File: config.mk
export PLATFORM = sky130hd
export DESIGN_NAME = sr_latch_ctrl
export DESIGN_NICKNAME = d
export VERILOG_FILES = /design/src/rtl/sr_ctrl_pkg.sv /design/src/rtl/sr_pulse_timer.sv /design/src/rtl/sr_latch_ctrl.sv
export SDC_FILE = /design/constraint.sdc
export NUM_CORES = 1
export LEC_CHECK = 0
export CAP_MARGIN = 25
export CORE_AREA = 2 2 39 41
export DETAILED_ROUTE_END_ITERATION = 6
export DIE_AREA = 0 0 41 43
export GPL_TIMING_DRIVEN = 0
export PLACE_DENSITY = 0.49
export SLEW_MARGIN = 5
export SYNTH_ARGS = -nofsm -noshare
export SYNTH_HDL_FRONTEND = slang
export SYNTH_SLANG_ARGS = --single-unit
File: constraint.sdc
create_clock -name clk -period 2.8 [get_ports clk]
set_input_delay 0.28 -clock clk [delete_from_list [all_inputs] [get_ports clk]]
set_output_delay 0.28 -clock clk [all_outputs]
set_load 0.01 [all_outputs]
File: src/rtl/sr_ctrl_pkg.sv
// Shared types and defaults for the SR latch drive controller.
package sr_ctrl_pkg;

  localparam int DEF_PULSE_W = 2;
  localparam int DEF_GAP_W   = 1;

  typedef enum logic [1:0] {
    IDLE    = 2'd0,
    DRIVE_S = 2'd1,
    DRIVE_R = 2'd2,
    GAP     = 2'd3
  } state_e;

  typedef enum logic {
    GRANT_S = 1'b0,
    GRANT_R = 1'b1
  } grant_e;

  // Counter width able to hold the larger of the two load values.
  function automatic int cnt_w(input int a, input int b);
    int m;
    m = (a > b) ? a : b;
    return (m < 2) ? 1 : $clog2(m);
  endfunction

endpackage

File: src/rtl/sr_pulse_timer.sv
// Loadable down-counter with zero flag; times both the drive pulse and the gap.
module sr_pulse_timer #(
  parameter int W = 2
) (
  input  logic         clk,
  input  logic         rst,
  input  logic         load,
  input  logic [W-1:0] load_val,
  output logic [W-1:0] cnt,
  output logic         zero
);

  always_ff @(posedge clk or posedge rst) begin
    if (rst)             cnt <= '0;
    else if (load)       cnt <= load_val;
    else if (cnt != '0)  cnt <= cnt - 1'b1;
  end

  assign zero = (cnt == '0);

endmodule

File: src/rtl/sr_latch_ctrl.sv
// Safe pulse sequencer for an SR latch with round-robin set/clear arbitration.
// Optional q_in readback check enabled by macro SR_LATCH_CTRL_VERIFY_EN.
module sr_latch_ctrl
  import sr_ctrl_pkg::*;
#(
  parameter int PULSE_W = DEF_PULSE_W,
  parameter int GAP_W   = DEF_GAP_W
) (
  input  logic clk,
  input  logic rst,
  input  logic set_req,
  input  logic clr_req,
  input  logic q_in,
  output logic s_n,
  output logic r_n,
  output logic ack_set,
  output logic ack_clr,
  output logic busy,
  output logic err
);

  localparam int CW = cnt_w(PULSE_W, GAP_W);

  state_e          state, state_nx;
  grant_e          last, last_nx;
  logic            tmr_load;
  logic [CW-1:0]   tmr_val;
  logic [CW-1:0]   tmr_cnt;
  logic            tmr_zero;

  sr_pulse_timer #(.W(CW)) u_tmr (
    .clk      (clk),
    .rst      (rst),
    .load     (tmr_load),
    .load_val (tmr_val),
    .cnt      (tmr_cnt),
    .zero     (tmr_zero)
  );

  always_comb begin
    state_nx = state;
    last_nx  = last;
    tmr_load = 1'b0;
    tmr_val  = '0;
    case (state)
      IDLE: if (set_req || clr_req) begin
        if (set_req && clr_req) last_nx = (last == GRANT_S) ? GRANT_R : GRANT_S;
        else                    last_nx = set_req ? GRANT_S : GRANT_R;
        state_nx = (last_nx == GRANT_S) ? DRIVE_S : DRIVE_R;
        tmr_load = 1'b1;
        tmr_val  = CW'(PULSE_W - 1);
      end
      DRIVE_S, DRIVE_R: if (tmr_zero) begin
        state_nx = GAP;
        tmr_load = 1'b1;
        tmr_val  = CW'(GAP_W - 1);
      end
      GAP: if (tmr_zero) state_nx = IDLE;
      default: state_nx = IDLE;
    endcase
  end

  // Drives are registered off the next state so they never glitch low together.
  always_ff @(posedge clk or posedge rst) begin
    if (rst) begin
      state <= IDLE;
      last  <= GRANT_R;
      s_n   <= 1'b1;
      r_n   <= 1'b1;
    end else begin
      state <= state_nx;
      last  <= last_nx;
      s_n   <= (state_nx != DRIVE_S);
      r_n   <= (state_nx != DRIVE_R);
    end
  end

  assign busy    = (state != IDLE);
  assign ack_set = (state == GAP) && tmr_zero && (last == GRANT_S);
  assign ack_clr = (state == GAP) && tmr_zero && (last == GRANT_R);

`ifdef SR_LATCH_CTRL_VERIFY_EN
  logic first_gap;
  assign first_gap = (state == GAP) && (tmr_cnt == CW'(GAP_W - 1));

  always_ff @(posedge clk or posedge rst) begin
    if (rst)                                           err <= 1'b0;
    else if (first_gap && (q_in != (last == GRANT_S))) err <= 1'b1;
  end
`else
  wire unused_vfy = q_in ^ (^tmr_cnt);
  assign err = 1'b0;
`endif

endmodule

## After elaboration in Yosys (flattened, before gate mapping)

Index checks and enable logic that the tools add are counted.

| storage, ports and cells | value |
|---|---|
| register bits after elaboration | 6 |
| input port bits | 5 |

| cells by class | value |
|---|---|
| equal/unequal tests | 5 |
| multiplexer cells | 16 |
| reduce and logical (&&, ||, !) cells | 9 |
| bitwise logic cells | 2 |
| $add $sub $neg | 1 |

Operators with widths:

| operator | number |
|---|---|
| two-way mux 1 bit | 10 |
| two-way mux 2 bit | 4 |
| one-hot mux 2 bit (3 select lines) | 1 |
| == test 2 bit (second input constant) | 2 |
| logical AND 1 bit | 4 |
| == test 2 x 1 -> 1 bit (second input constant) | 1 |
| zero test 2 bit | 1 |
| != test 2 x 1 -> 1 bit (second input constant) | 1 |
| != test 2 bit (second input constant) | 1 |
| inverter 1 bit | 2 |
| one-hot mux 1 bit (2 select lines) | 1 |
| AND reduction 2 bit | 1 |
| nonzero test 2 bit | 1 |
| OR reduction 2 bit | 1 |
| logical OR 1 bit | 1 |
| subtractor 1 bit (second input constant) | 1 |

## Longest topological paths before layout

Gate-level depths: netlist (run 1).

| logic depth | value |
|---|---|
| depth after elaboration | 8 |
| mapped depth | 5 |
| depth with buffers taken out | 5 |

## By module

Synthesis (run 1) repeated with hierarchy kept, for this count alone.

| unflattened totals | value |
|---|---|
| cell total of the unflattened synthesis | 45 |
| area total of the unflattened synthesis | 397.9 um^2 |

By module, submodules not included:

| module | area each (um^2) | times used | cells an instance | seq. area each (um^2) |
|---|---|---|---|---|
| sr_latch_ctrl | 359.1 | 1 | 41 | 128.9 |
| sr_pulse_timer | 38.8 | 1 | 4 | 25.0 |

## Least setup slack after synthesis (run 1)

No wires, ideal clock.

| timing path | value |
|---|---|
| path kind | register to register |
| from | register state[0] |
| to | register s_n |
| stages on the path, launching flop included | 6 |
| arrival time | 1330 ps |
| library setup time | 82 ps |
| clock period less this slack | 1412 ps |
| required time | 2718 ps |
| slack | 1388 ps |
| path through | dfrtp_1 > inv_1 > ha_1 > a21oi_2 > or3_1 > a211o_1 |

| on the way | value |
|---|---|
| cells in the longest elaborated chain, start to end | 4 |
| elaborated cells between the ends (all ways) | 10 |
| classes of those cells | eq/ne: 4; mux: 4; reduce/logical: 2 |

RTL lines:

| element | RTL line | source |
|---|---|---|
| from (decl) | sr_latch_ctrl.sv:24 | `state_e state, state_nx;` |
| from (signal assigned) | sr_latch_ctrl.sv:71 | `state <= state_nx;` |
| == test 2 x 1 -> 1 bit / == test 2 bit (equally long branches) | sr_latch_ctrl.sv:45 | `case (state)` |
| OR reduction 2 bit | sr_latch_ctrl.sv:45 |  |
| one-hot mux 2 bit (3 select lines) (*) | sr_latch_ctrl.sv:45 |  |
| != test 2 x 1 -> 1 bit (*) | sr_latch_ctrl.sv:73 | `s_n <= (state_nx != DRIVE_S);` |
| to (signal assigned) | sr_latch_ctrl.sv:73 |  |
| to (decl) | sr_latch_ctrl.sv:14 | `output logic s_n,` |

Every way passes the cells marked *; elsewhere a longest branch is shown, timed or not.
A chain may end at the register's enable or synchronous reset.

## Worst setup path in the final report (run 1)

| timing path | value |
|---|---|
| from | register state[0] |
| to | output port ack_set |

| on the way | value |
|---|---|
| cells in the longest elaborated chain, start to end | 3 |

RTL lines:

| element | RTL line | source |
|---|---|---|
| == test 2 bit | sr_latch_ctrl.sv:79 | `assign ack_set = (state == GAP) && tmr_zero && (last == GRANT_S);` |
| logical AND 1 bit (2 in series) | sr_latch_ctrl.sv:79 |  |
| to (decl) | sr_latch_ctrl.sv:16 | `output logic ack_set,` |

Every way passes these cells.

==> results.py, run 1 <==
metrics = {
    "clocking": {
        "cts_buffer_depth": 2,
        "cts_buffers": 3,
        "clock_sinks": 6,
        "htreeDepth": 1,
        "tritoncts": "done",
        "insertion_delay_ps": 250,
        "postCtsHoldBufs": 0,
        "cts_resized": 0,
        "cts-root-buf": "clkbuf_4",
        "post-cts-setup-buffers": 0,
        "clk_pin_slew_ps": 50,
    },
    "worst_hold_path": {
        "hold_class": "in2async",
    },
    "floorplanning": {
        "die_h_um": 43,
        "dieArea_um2": 1760,
        "start_util": 0.260,
        "rows": 14,
        "ios": 11,
        "die_w_um": 41,
        "core-area_um2": 1380,
    },
    "drt": {
        "drt-vias-per-instance": 4.57,
        "drt-total-wl_um": 727,
        "drcViolationCount": 0,
        "firstDrtPassIters": 2,
        "wl_per_cell_um": 11.2,
        "drtAntennaViolNets": 0,
        "vias": 297,
        "drtIter0Drc": 3,
    },
    "timing": {
        "finalSetupViolCount": 0,
        "finalHoldViolations": 0,
        "finalCriticalPeriod_ps": 1970,
        "final.period_utilization": 0.704,
        "maxSlewViolCount": 0,
        "fin_setup_tns_ps": 0,
        "max_freq_mhz": 508,
        "skew_ps": 7.95,
        "worst_slack_ps": 830,
        "rsz0062_at_grt": "no",
    },
    "setup_path": {
        "r2r_cells": 5,
        "endpoint_kind": "output port",
        "rr_endpoint": "s_n",
        "arrival_ps": 1690,
        "cp_slowest_cell": "clkdlybuf4s50_1",
        "rrSetupSlack_ps": 1260,
        "r2r_start": "state[0]",
        "path_cells": "ha_1, nor3b_1, clkdlybuf4s50_1",
        "worstPathRequired_ps": 2520,
        "path_buf_inv": 1,
        "worstSetupPathType": "reg2out",
        "cpPeakStageDelay_ps": 570,
        "path_max_fanout": 4,
        "crit_start": "state[0]",
        "critPathLaunchType": "flip-flop",
        "cp_top_family": "buffers and inverters",
    },
    "power": {
        "p_per_area_nw_per_um2": 1150,
        "peakVddDrop_mv": 0.416,
        "p_leak_nw": 0.210,
    },
    "synth": {
        "synth_mux_area_frac": 0,
        "synth_cells": 37,
        "netlist_area_um2": 360,
        "synth.distinct_cells": 23,
        "ys_ff_latch": 6,
        "synth_top_family_by_area": "simple AND/OR/NAND/NOR gates",
        "yosys.area_share.simple": 0.205,
        "ys_seq_area_frac": 0.427,
        "avgSynthCellArea_um2": 9.74,
        "synth-compound-area-share": 0.191,
        "synth_warnings": 0,
        "synth_adder_area_share": 0.104,
        "synth_xor_area_frac": 0,
        "syn_nets": 45,
    },
    "final_layout": {
        "drive_above_1_share": 0.245,
        "regArea_um2": 154,
        "nets": 58,
        "multi_input_comb_area_um2": 184,
        "antenna_cells": 0,
        "utilization": 0.352,
        "fillers": 149,
        "fin_cells": 65,
        "syn_to_final_growth_pct": 35.1,
    },
    "global_route": {
        "grt_max_degree": 8,
        "antenna_found_initial": 0,
        "first_global_vias": 287,
        "grt_overflow_total": 0,
        "grt_pass1_wl_um": 1120,
        "grt_usage": 0.0979,
    },
    "placed_design": {
        "portBuffers": 8,
        "preCtsSetupSlack_ps": 1120,
        "dpl.hpwl_um": 566,
        "gp_congestion": 0.718,
        "numPlacedInstances": 61,
    },
    "job": {
        "maxCapViolCount": 0,
    },
    "status": {
        "status": "finished, final reports clean",
    },
}
cell type report:
| cell class | instances | share of cell area |
|---|---|---|
| multi-input cells | 26 | 0.378 |
| flip-flops and latches | 6 | 0.316 |
| repair buffers | 8 | 0.165 |
| clock buffers | 4 | 0.0540 |
| well taps | 16 | 0.0411 |
| inverters | 4 | 0.0308 |
| plain buffers | 1 | 0.0154 |
routing by layer:
metal / routed length [µm] / global-route usage / vias to the layer above
met4: 0 / 0.0200 / 0
met5: 0 / 0 / -
met3: 36 / 0.0785 / 0
li1: - / - / 148
met1: 314 / 0.0980 / 141
met2: 376 / 0.153 / 8
state kept, by name, indices dropped and copies added (netlist names):
name       count
r_n            1
u_tmr.cnt      1
last           1
s_n            1
state          2
synthesized netlist by cell type:
master    count  area share
nor3_1        2       0.028
nor2_1        1       0.010
dfstp_2       3        0.22
a21oi_1       2       0.028
nand2_1       1       0.010
nand3b_1      1       0.021
or3_1         1       0.017
nor2b_1       1       0.017
and3b_2       1       0.028
conb_1        1       0.010
o21ai_0       3       0.042
a211o_1       1       0.024
o21ba_2       1       0.028
a21oi_2       1       0.024
o221ai_1      1       0.024
dfrtp_1       3        0.21
or2_2         2       0.035
inv_1         4       0.042
buf_4         1       0.021
and2_1        1       0.017
ha_1          3        0.10
a211oi_1      1       0.021
nor3b_1       1       0.021
how the worst max path moves through the flow:
stage               depth (start not counted)      end
CTS                                         3  ack_set
global route                                3  ack_set
detailed placement                          3  ack_set
finish                                      3  ack_set
global placement                            3  ack_set
floorplan                                   5      s_n
worst reg2reg max path: stages, from the launching register on:
cell	delay, ps
dfrtp_1	400
inv_1	100
ha_1	300
a21oi_2	50
or3_1	310
a211o_1	300
cells by family (layout without fill, tap and decap cells):
group / Yosys count / count (layout)
compound gates: 10 / 10
fa+ha+maj: 3 / 3
buf+inv: 5 / 17
flops: 6 / 6
other cells: 1 / 1
simple gates: 12 / 12
power breakdown:
group	internal [mW]	total, mW	switching (mW)
Clock	0.0541	0.0870	0.0329
Sequential	0.140	0.178	0.0378
Combinational	0.150	0.297	0.146
Total	0.345	0.562	0.217
cell usage in the layout (no fill, tap or decap):
cell type and count:
dfstp_2 3, a211oi_1 1, dfrtp_1 3, o221ai_1 1
nor3b_1 1, inv_1 4, nor2b_1 1, and3b_2 1
a211o_1 1, conb_1 1, a21oi_1 2, and2_1 1
nor3_1 2, ha_1 3, o21ai_0 3, or3_1 1
clkdlybuf4s50_1 8, nand3b_1 1, nor2_1 1, a21oi_2 1
or2_2 2, clkbuf_1 1, clkbuf_4 3, buf_4 1
nand2_1 1, o21ba_2 1
per-stage QoR:
stage / total power, mW / hold slack [ps] / area (µm²)
2_1_floorplan: 0.373 / 68.8 / 360
6_report: 0.562 / 240 / 487
5_1_grt: 0.612 / 259 / 487
3_3_place_gp: 0.471 / 500 / 460
3_5_place_dp: 0.476 / 503 / 460
4_1_cts: 0.567 / 236 / 487
Power figures use the tool's default switching activity.
==> run 2: changes to the inputs <==
==> constraint.sdc (replaced) <==
create_clock -name clk -period 1.95 [get_ports clk]
set_input_delay 0.195 -clock clk [delete_from_list [all_inputs] [get_ports clk]]
set_output_delay 0.195 -clock clk [all_outputs]
set_load 0.01 [all_outputs]
==> results.py, run 2 (synthesis results as in run 1) <==
metrics = {
    "final_layout": {
        "drive_above_1_share": 0.265,
        "layout_commonest_cell": "clkdlybuf4s50_1",
        "mostFrequentLayoutCells": "7 x clkdlybuf4s50_1, 4 x inv_1",
        "fillers": 147,
        "regArea_um2": 154,
        "nets": 58,
        "multi_input_comb_area_um2": 186,
        "utilization": 0.355,
        "syn_to_final_growth_pct": 36.5,
        "antenna_cells": 0,
        "largest_reg_flops": 2,
        "top_register": "state",
    },
    "setup_path": {
        "path_max_fanout": 4,
        "rr_endpoint": "s_n",
        "critPathLaunchType": "flip-flop",
        "endpoint_kind": "output port",
        "arrival_ps": 1590,
        "cp_slowest_cell": "clkdlybuf4s50_1",
        "path_buf_inv": 3,
        "cp_top_family": "buffers and inverters",
        "worstSetupPathType": "reg2out",
        "r2r_cells": 5,
        "path_cells": "inv_1, ha_1, inv_1, clkdlybuf4s50_1",
        "cpPeakStageDelay_ps": 530,
        "worstPathRequired_ps": 1750,
        "rrSetupSlack_ps": 410,
        "r2r_start": "state[0]",
        "cp_common_cell": "inv_1",
    },
    "floorplanning": {
        "dieArea_um2": 1760,
        "ios": 11,
        "die_h_um": 43,
        "core-area_um2": 1380,
        "rows": 14,
        "start_util": 0.260,
        "die_w_um": 41,
    },
    "global_route": {
        "grt_overflow_total": 0,
        "grt_pass1_wl_um": 1120,
        "first_global_vias": 287,
        "antenna_found_initial": 0,
        "grt_usage": 0.0979,
        "grt_max_degree": 8,
    },
    "drt": {
        "firstDrtPassIters": 2,
        "wl_per_cell_um": 11.2,
        "drcViolationCount": 0,
        "drt-total-wl_um": 727,
        "vias": 298,
        "drtAntennaViolNets": 0,
        "drtIter0Drc": 3,
        "drt-vias-per-instance": 4.58,
    },
    "timing": {
        "finalSetupViolCount": 0,
        "maxSlewViolCount": 0,
        "final.period_utilization": 0.916,
        "rsz0062_at_grt": "no",
        "skew_ps": 7.93,
        "finalHoldViolations": 0,
        "max_freq_mhz": 560,
        "whs_ps": 155,
        "finalCriticalPeriod_ps": 1790,
        "fin_setup_tns_ps": 0,
    },
    "clocking": {
        "clock_sinks": 6,
        "clk_pin_slew_ps": 50,
        "insertion_delay_ps": 250,
        "postCtsHoldBufs": 0,
        "htreeDepth": 1,
        "cts_resized": 0,
        "post-cts-setup-buffers": 0,
        "cts-root-buf": "clkbuf_4",
        "cts_buffers": 3,
        "tritoncts": "done",
        "cts_buffer_depth": 2,
    },
    "job": {
        "maxCapViolCount": 0,
    },
    "placed_design": {
        "dpl.hpwl_um": 566,
        "portBuffers": 8,
        "gp_congestion": 0.718,
    },
    "power": {
        "peakVddDrop_mv": 0.597,
        "p_leak_nw": 0.226,
        "p_per_area_nw_per_um2": 1640,
    },
    "worst_hold_path": {
        "hold_class": "in2async",
    },
    "status": {
        "status": "finished, final reports clean",
    },
}
-- run 2: cell count changes in the layout (fill, tap and decap cells not counted) --
cell / before / now
ha_1: 3 / 2
dlymetal6s2s_1: 0 / 1
clkdlybuf4s50_1: 8 / 7
ha_2: 0 / 1
-- run 2: worst reg2reg max path, cell delays in order (launching register included) --
cell and delay (ps):
dfrtp_1 400, inv_1 100, ha_1 300, a21oi_2 50
or3_1 310, a211o_1 300
-- run 2: stage by stage --
step / std cells / setup WS, ps / area [µm²] / power [mW]
6_report: 65 / 163 / 492 / 0.807
3_5_place_dp: 61 / 351 / 460 / 0.683
2_1_floorplan: 37 / 538 / 360 / 0.535
5_1_grt: 65 / 81.8 / 492 / 0.881
4_1_cts: 65 / 66.7 / 487 / 0.814
3_3_place_gp: 61 / 389 / 460 / 0.676
-- run 2: layout make-up --
type,count,area share
inverters,4,0.0305
well taps,16,0.0407
plain buffers,1,0.0153
flip-flops and latches,6,0.313
multi-input cells,26,0.379
repair buffers,8,0.168
clock buffers,4,0.0534
-- run 2: power by group --
part | switching (mW) | internal, mW | leakage (nW) | total (mW)
clock | 0.0472 | 0.0776 | 0.0150 | 0.125
combinational | 0.210 | 0.216 | 0.142 | 0.426
sequential | 0.0544 | 0.201 | 0.0688 | 0.256
total | 0.312 | 0.495 | 0.226 | 0.807
-- run 2: worst max-delay path by stage --
stage,startpoint,to,depth (start not counted)
global route,state[0],busy,4
global placement,state[0],ack_set,3
finish,state[0],busy,4
detailed placement,state[0],ack_set,3
floorplan,state[0],s_n,5
CTS,state[0],ack_set,3
-- run 2: routing by layer --
layer / wire length [µm] / GRT usage / share of wire / vias to the layer above
met5: 0 / 0 / 0 / -
met4: 0 / 0.0200 / 0 / 0
met3: 38 / 0.0785 / 0.052 / 0
met2: 375 / 0.153 / 0.52 / 8
met1: 313 / 0.0980 / 0.43 / 142
li1: - / - / - / 148
